--- src/rtl/serial_frame_rx.sv ---
// serial_frame_rx: receives start/data/parity/stop frames from a serial line,
// rebuilds DATA_W-bit words and presents them through a one-entry holding
// register with a valid/ready handshake. Framing errors and overruns are
// reported as single-cycle pulses; delivered frames are counted modulo 2^CNT_W.
module serial_frame_rx #(
  parameter int DATA_W = 8,
  parameter int CNT_W  = 8
) (
  input  logic              clk,
  input  logic              rst,
  input  logic              serial_in,
  input  logic              out_ready,
  output logic [DATA_W-1:0] out_data,
  output logic              out_perr,
  output logic              out_valid,
  output logic              err_frame,
  output logic              err_overrun,
  output logic [CNT_W-1:0]  frame_cnt,
  output logic              busy
);

  localparam int IDX_W = (DATA_W > 1) ? $clog2(DATA_W) : 1;
  localparam logic [IDX_W-1:0] LAST_IDX = IDX_W'(DATA_W - 1);

  localparam logic [1:0] ST_IDLE   = 2'd0;
  localparam logic [1:0] ST_DATA   = 2'd1;
  localparam logic [1:0] ST_PARITY = 2'd2;
  localparam logic [1:0] ST_STOP   = 2'd3;

  logic [1:0]        state;
  logic [IDX_W-1:0]  idx;
  logic [DATA_W-1:0] shift;
  logic              par_bit;

  logic stop_good;
  logic stop_bad;
  logic can_accept;
  logic do_load;
  logic do_overrun;

  // Frame-end decisions: a bad stop bit suppresses any load/overrun outcome.
  always_comb begin
    stop_good  = 1'b0;
    stop_bad   = 1'b0;
    can_accept = !out_valid || out_ready;
    do_load    = 1'b0;
    do_overrun = 1'b0;
    if (state == ST_STOP) begin
      stop_good = !serial_in;
      stop_bad  = serial_in;
    end
    do_load    = stop_good && can_accept;
    do_overrun = stop_good && !can_accept;
  end

  // Frame sequencing: start bit, DATA_W data bits, parity, stop.
  always_ff @(posedge clk or negedge rst) begin
    if (!rst) begin
      state <= ST_IDLE;
    end else begin
      case (state)
        ST_IDLE:   if (serial_in) state <= ST_DATA;
        ST_DATA:   if (idx == LAST_IDX) state <= ST_PARITY;
        ST_PARITY: state <= ST_STOP;
        ST_STOP:   state <= ST_IDLE;
        default:   state <= ST_IDLE;
      endcase
    end
  end

  // Data capture: bits land at their index position, LSB first; parity held aside.
  always_ff @(posedge clk or negedge rst) begin
    if (!rst) begin
      idx     <= '0;
      shift   <= '0;
      par_bit <= 1'b0;
    end else begin
      case (state)
        ST_IDLE: begin
          if (serial_in) idx <= '0;
        end
        ST_DATA: begin
          shift[idx] <= serial_in;
          if (idx != LAST_IDX) idx <= idx + IDX_W'(1);
        end
        ST_PARITY: begin
          par_bit <= serial_in;
        end
        default: ;
      endcase
    end
  end

  // Holding register and handshake: a load on the same edge as an accept
  // replaces the word instead of clearing out_valid.
  always_ff @(posedge clk or negedge rst) begin
    if (!rst) begin
      out_data  <= '0;
      out_perr  <= 1'b0;
      out_valid <= 1'b0;
      frame_cnt <= '0;
    end else if (do_load) begin
      out_data  <= shift;
      out_perr  <= ^{shift, par_bit};
      out_valid <= 1'b1;
      frame_cnt <= frame_cnt + CNT_W'(1);
    end else if (out_valid && out_ready) begin
      out_valid <= 1'b0;
    end
  end

  // Error pulses: registered, high for exactly one cycle after the stop edge.
  always_ff @(posedge clk or negedge rst) begin
    if (!rst) begin
      err_frame   <= 1'b0;
      err_overrun <= 1'b0;
    end else begin
      err_frame   <= stop_bad;
      err_overrun <= do_overrun;
    end
  end

  // busy derives only from the state register, so it stays a registered output.
  always_comb begin
    busy = (state != ST_IDLE);
  end

endmodule
--- config.mk ---
export PLATFORM = sky130hd
export DESIGN_NAME = serial_frame_rx
export DESIGN_NICKNAME = d
export VERILOG_FILES = /design/src/rtl/serial_frame_rx.sv
export SDC_FILE = /design/constraint.sdc
export NUM_CORES = 1
export LEC_CHECK = 0
export ABC_AREA = 1
export CAP_MARGIN = 30
export CORE_AREA = 2 2 57 59
export CTS_CLUSTER_SIZE = 20
export DETAILED_ROUTE_END_ITERATION = 6
export DIE_AREA = 0 0 59 61
export PLACE_DENSITY = 0.81
export SYNTH_ARGS = -nofsm -noshare
export SYNTH_HDL_FRONTEND = slang
export SYNTH_SLANG_ARGS = --single-unit
--- constraint.sdc ---
create_clock -name clk -period 3.47 [get_ports clk]
set_input_delay 0.347 -clock clk [delete_from_list [all_inputs] [get_ports clk]]
set_output_delay 0.347 -clock clk [all_outputs]
set_load 0.01 [all_outputs]
# == Yosys cells after proc, flatten, opt, wreduce, memory -nomap -nowiden ==
# Index checks and enable logic that the tools add are counted.
# word_totals
reg_bits,34
out_inout_bits,21
# classes
n_addsub,2
magnitude_cmp,2
n_eq_ne,8
n_mux,13
reduce_logical,15
# op_table
operator,n
$reduce_xor 9->1,1
$add 8x1->8 const B,1
$bwmux 8,1
$pmux 2 s4,1
$mux 3,2
$ne 2x2->1 const B,3
$pmux 3 s2,1
$reduce_bool 2->1,3
$mux 1,5
$eq 2x2->1 const B,2
$logic_and 1x1->1,4
$lt 3x4->1 const B,1
$mux 2,2
$add 3x1->3 const B,1
$demux 1 s3,1
$eq 3x3->1 const B,1
$ge 3x1->1 const B,1
$logic_not 1->1,3
$ne 3x3->1 const B,1
$reduce_and 3->1,1
$eq 2x1->1 const B,1
$logic_not 2->1,1
$reduce_and 2->1,1
$logic_or 1x1->1,1

# == Depth between registers and ports, before layout ==
# depth
word_depth,5
mapped_depth,9
depth_no_buf,9

# == Worst setup path after synthesis ==
# No wires, ideal clock.
# synth_timing
path_kind,register to register
from,register state[0]
to,register out_data[7]
t_arrival_ns,1.159
slack_ns,2.191
path_stages_with_launch,9
path_buffers,1
path_cell_list,dfrtp_1 ha_1 inv_1 nor2_2 nand2_2 buf_2 inv_1 nor2_1 nor2_1
# synth_between
elab_chain_len,3
# synth_rtl
element,line_no,source
"start, declared",30,logic [1:0] state;
"start signal, assigned",59,state <= ST_IDLE;
"start signal, assigned",62,ST_IDLE: if (serial_in) state <= ST_DATA;
"start signal, assigned",63,ST_DATA: if (idx == LAST_IDX) state <= ST_PARITY;
$eq 2x2->1,48,if (state == ST_STOP) begin
$mux 1,48,
$logic_and 1x1->1,52,do_load = stop_good && can_accept;
"end signal, assigned",103,out_data <= shift;
"end, declared",13,"output logic [DATA_W-1:0] out_data,"
# No other way between the ends.
# A chain may end at the register's enable or synchronous reset.

# == Worst setup path in the final report ==
# layout_timing
from,register state[0]
to,output port busy
# layout_between
elab_chain_len,1
# layout_rtl
element,line_no,source
$reduce_bool 2->1,125,busy = (state != ST_IDLE);
"end, declared",19,output logic busy
# No other way between the ends.

==> run_results.csv <==
group,metric,value,unit
status,outcome,"complete, no violations",
cells_and_area,final_util,67.5,%
floorplanning,die_x,59,um
synth,netlist_area,1630,um2
clock_tree,clk_pin_slew,100,ps
hold_path,hold_path.class,"in -> async",
run,drv_cap,0,
floorplanning,start_util,55.3,%
sta,fmax,508,MHz
synth,synth-seq-cells,34,
synth,ys_types,19,
clock_tree,ctsResizeCount,0,
floorplanning,pin_count,25,
sta,slew_headroom,72.2,%
worst_setup_path,arrival,1620,ps
drt,vias,1280,
synth,ys_warn_count,0,
sta,rsz0062_at_grt,"false",
worst_setup_path,path_buf_inv,3,
cells_and_area,final_common_cell,"nand2_1",
sta,finalSetupViolations,0,
synth,syn-num-nets,207,
sta,period_minus_slack,1970,ps
global_route,grt_max_degree,35,
global_route,grt_overflow,0,
power_and_ir_drop,p_leak,1.05,nW
worst_setup_path,cpLargestDelayFamily,"buffers and inverters",
floorplanning,dieArea,3600,um2
clock_tree,cts.sinks,34,
clock_tree,clock_latency,340,ps
power_and_ir_drop,p_sw_share,37.7,%
power_and_ir_drop,clkPwrFrac,17.8,%
placed_design,place.gp.congestion,0.736,
drt,wire_per_inst,10.6,um
power_and_ir_drop,power_frac_seq,39.4,%
power_and_ir_drop,peakVddDrop,476,uV
clock_tree,clockBufferDepth,2,
clock_tree,cts_setup_buffers,0,
cells_and_area,antenna_cells,0,
worst_setup_path,crit_path_start_kind,"flip-flop",
placed_design,io_buffers,24,
clock_tree,tritoncts,"yes",
worst_setup_path,crit_top_cell,"inv_1",
worst_setup_path,endpoint_kind,"output port",
sta,fin_ws,1500,ps
worst_setup_path,critPathMaxFanout,3,
worst_setup_path,crit_chain,"inv_1 -> ha_1 -> inv_1 -> clkdlybuf4s50_1",
power_and_ir_drop,p_int,1.04,mW
placed_design,dp_hpwl,2.09,mm
sta,tns,0,ps
floorplanning,core-area,2950,um2
synth,avgSynthCellArea,8.33,um2
power_and_ir_drop,p_per_area,835,nW/um2
drt,drc,0,
cells_and_area,final_cell_mix,"61 x nand2_1, 34 x dfrtp_1, 30 x inv_1",
sta,hold_violations,0,
cells_and_area,nets,237,
cells_and_area,syn_to_final_growth,22.1,%
sta,finClkSkew,10.8,ps
global_route,first_global_vias,1142,
clock_tree,holdBufCountCts,0,
drt,drtPass1Iterations,4,
power_and_ir_drop,power_frac_comb,42.8,%
floorplanning,rows,20,
clock_tree,htree_levels,2,
worst_setup_path,worstSetupPathType,"reg -> out",
cells_and_area,drive_gt1_share,6.19,%
worst_setup_path,slowest_delay,530,ps
power_and_ir_drop,power_switching,0.628,mW
global_route,grt_use_total,18.4,%
drt,wl,2.74,mm
sta,slew_violations,0,
drt,drtIter0Drc,59,
floorplanning,die_h,61,um
worst_setup_path,crit_slowest_cell,"clkdlybuf4s50_1",
sta,worst_slew_pin_slew,417,ps
global_route,grt_antenna_before_repair,0,
drt,viasPerCell,4.94,
drt,antenna_left,0,
worst_setup_path,critPathRequiredTime,3120,ps
clock_tree,cts_root_buf,"clkbuf_4",
sta,fin_crit_sh,56.7,%
global_route,grt_pass1_wl,4.86,mm
clock_tree,cts_buffers,5,
synth,synthCells,196,
placed_design,pre_cts_ws,1530,ps
synth,seq_area_frac_synth,52.1,%
## cells by family (layout without fill, tap and decap cells)
kind of cell | Yosys count | after routing | synth area share, %
buffers and inverters | 32 | 62 | 7.43
xor gates and xnor gates | 6 | 6 | 3.22
AOI/OAI and AO/OA | 28 | 28 | 9.04
and+or+nand+nor | 89 | 89 | 22.8
DFF | 34 | 34 | 52.1
adders and majority gates | 7 | 7 | 5.36
## power groups by stage
stage	Combinational, mW	Sequential [mW]	Clock (mW)
5_1_grt	0.828	0.680	0.323
2_1_floorplan	0.407	0.689	0
3_5_place_dp	0.720	0.668	0
4_1_cts	0.723	0.660	0.301
3_3_place_gp	0.694	0.665	0
6_report	0.712	0.656	0.296
## cell usage after synthesis
library cell	count	area [um2]
a31oi_1	6	37.5
nand2_1	61	229
inv_1	30	113
dfrtp_1	34	851
nor2_2	2	12.5
nor2_4	1	11.3
buf_2	1	5.00
nor3_1	1	5.00
xor2_1	2	17.5
ha_1	7	87.6
a21oi_1	6	30.0
nor2_1	13	48.8
nand2_2	1	6.26
nand3_2	1	10.0
nor3_2	1	10.0
o21ai_0	16	80.1
clkbuf_1	1	3.75
nand3_1	8	40.0
xnor2_1	4	35.0
## cell type report
class | count | area, um2
Fill cell | 257 | 958
Clock buffer | 6 | 51.3
Clock inverter | 1 | 30.0
Sequential cell | 34 | 851
Timing Repair Buffer | 25 | 248
Tap cell | 33 | 41.3
Inverter | 30 | 113
Multi-Input combinational cell | 130 | 661
## metal layers
layer  track usage (%)  share of wire (%)
met5                 0                  0
met4              7.14                1.5
met2              28.1                 46
met3              7.04                4.0
met1              24.0                 49
## stage by stage
step	area (um2)	hold slack, ps	total power [mW]	cells
after floorplan	1630	51.4	1.10	196
after CTS	1990	402	1.68	259
after detailed placement	1910	472	1.39	252
final	1990	392	1.67	259
after global routing	1990	403	1.83	259
after global placement	1910	466	1.36	252
## registers in the layout, indices dropped and copies added (netlist names)
signal and count:
par_bit 1, state 2, out_perr 1, err_frame 1, err_overrun 1, idx 3
out_valid 1, shift 8, out_data 8, frame_cnt 8
## worst paths after layout
kind                                    from            to  slack [ps]  cells past startpoint
worst max register to register      state[0]  frame_cnt[7]        1860                      7
worst min register to register  frame_cnt[7]  frame_cnt[7]         490                      1
worst min-delay path                     rst     err_frame         390                      2
min in group clk                frame_cnt[7]  frame_cnt[7]         490                      1
worst max-delay path                state[0]          busy        1500                      4
max in group asynchronous                rst   out_data[4]        2760                      2
Power figures use the tool's default switching activity.
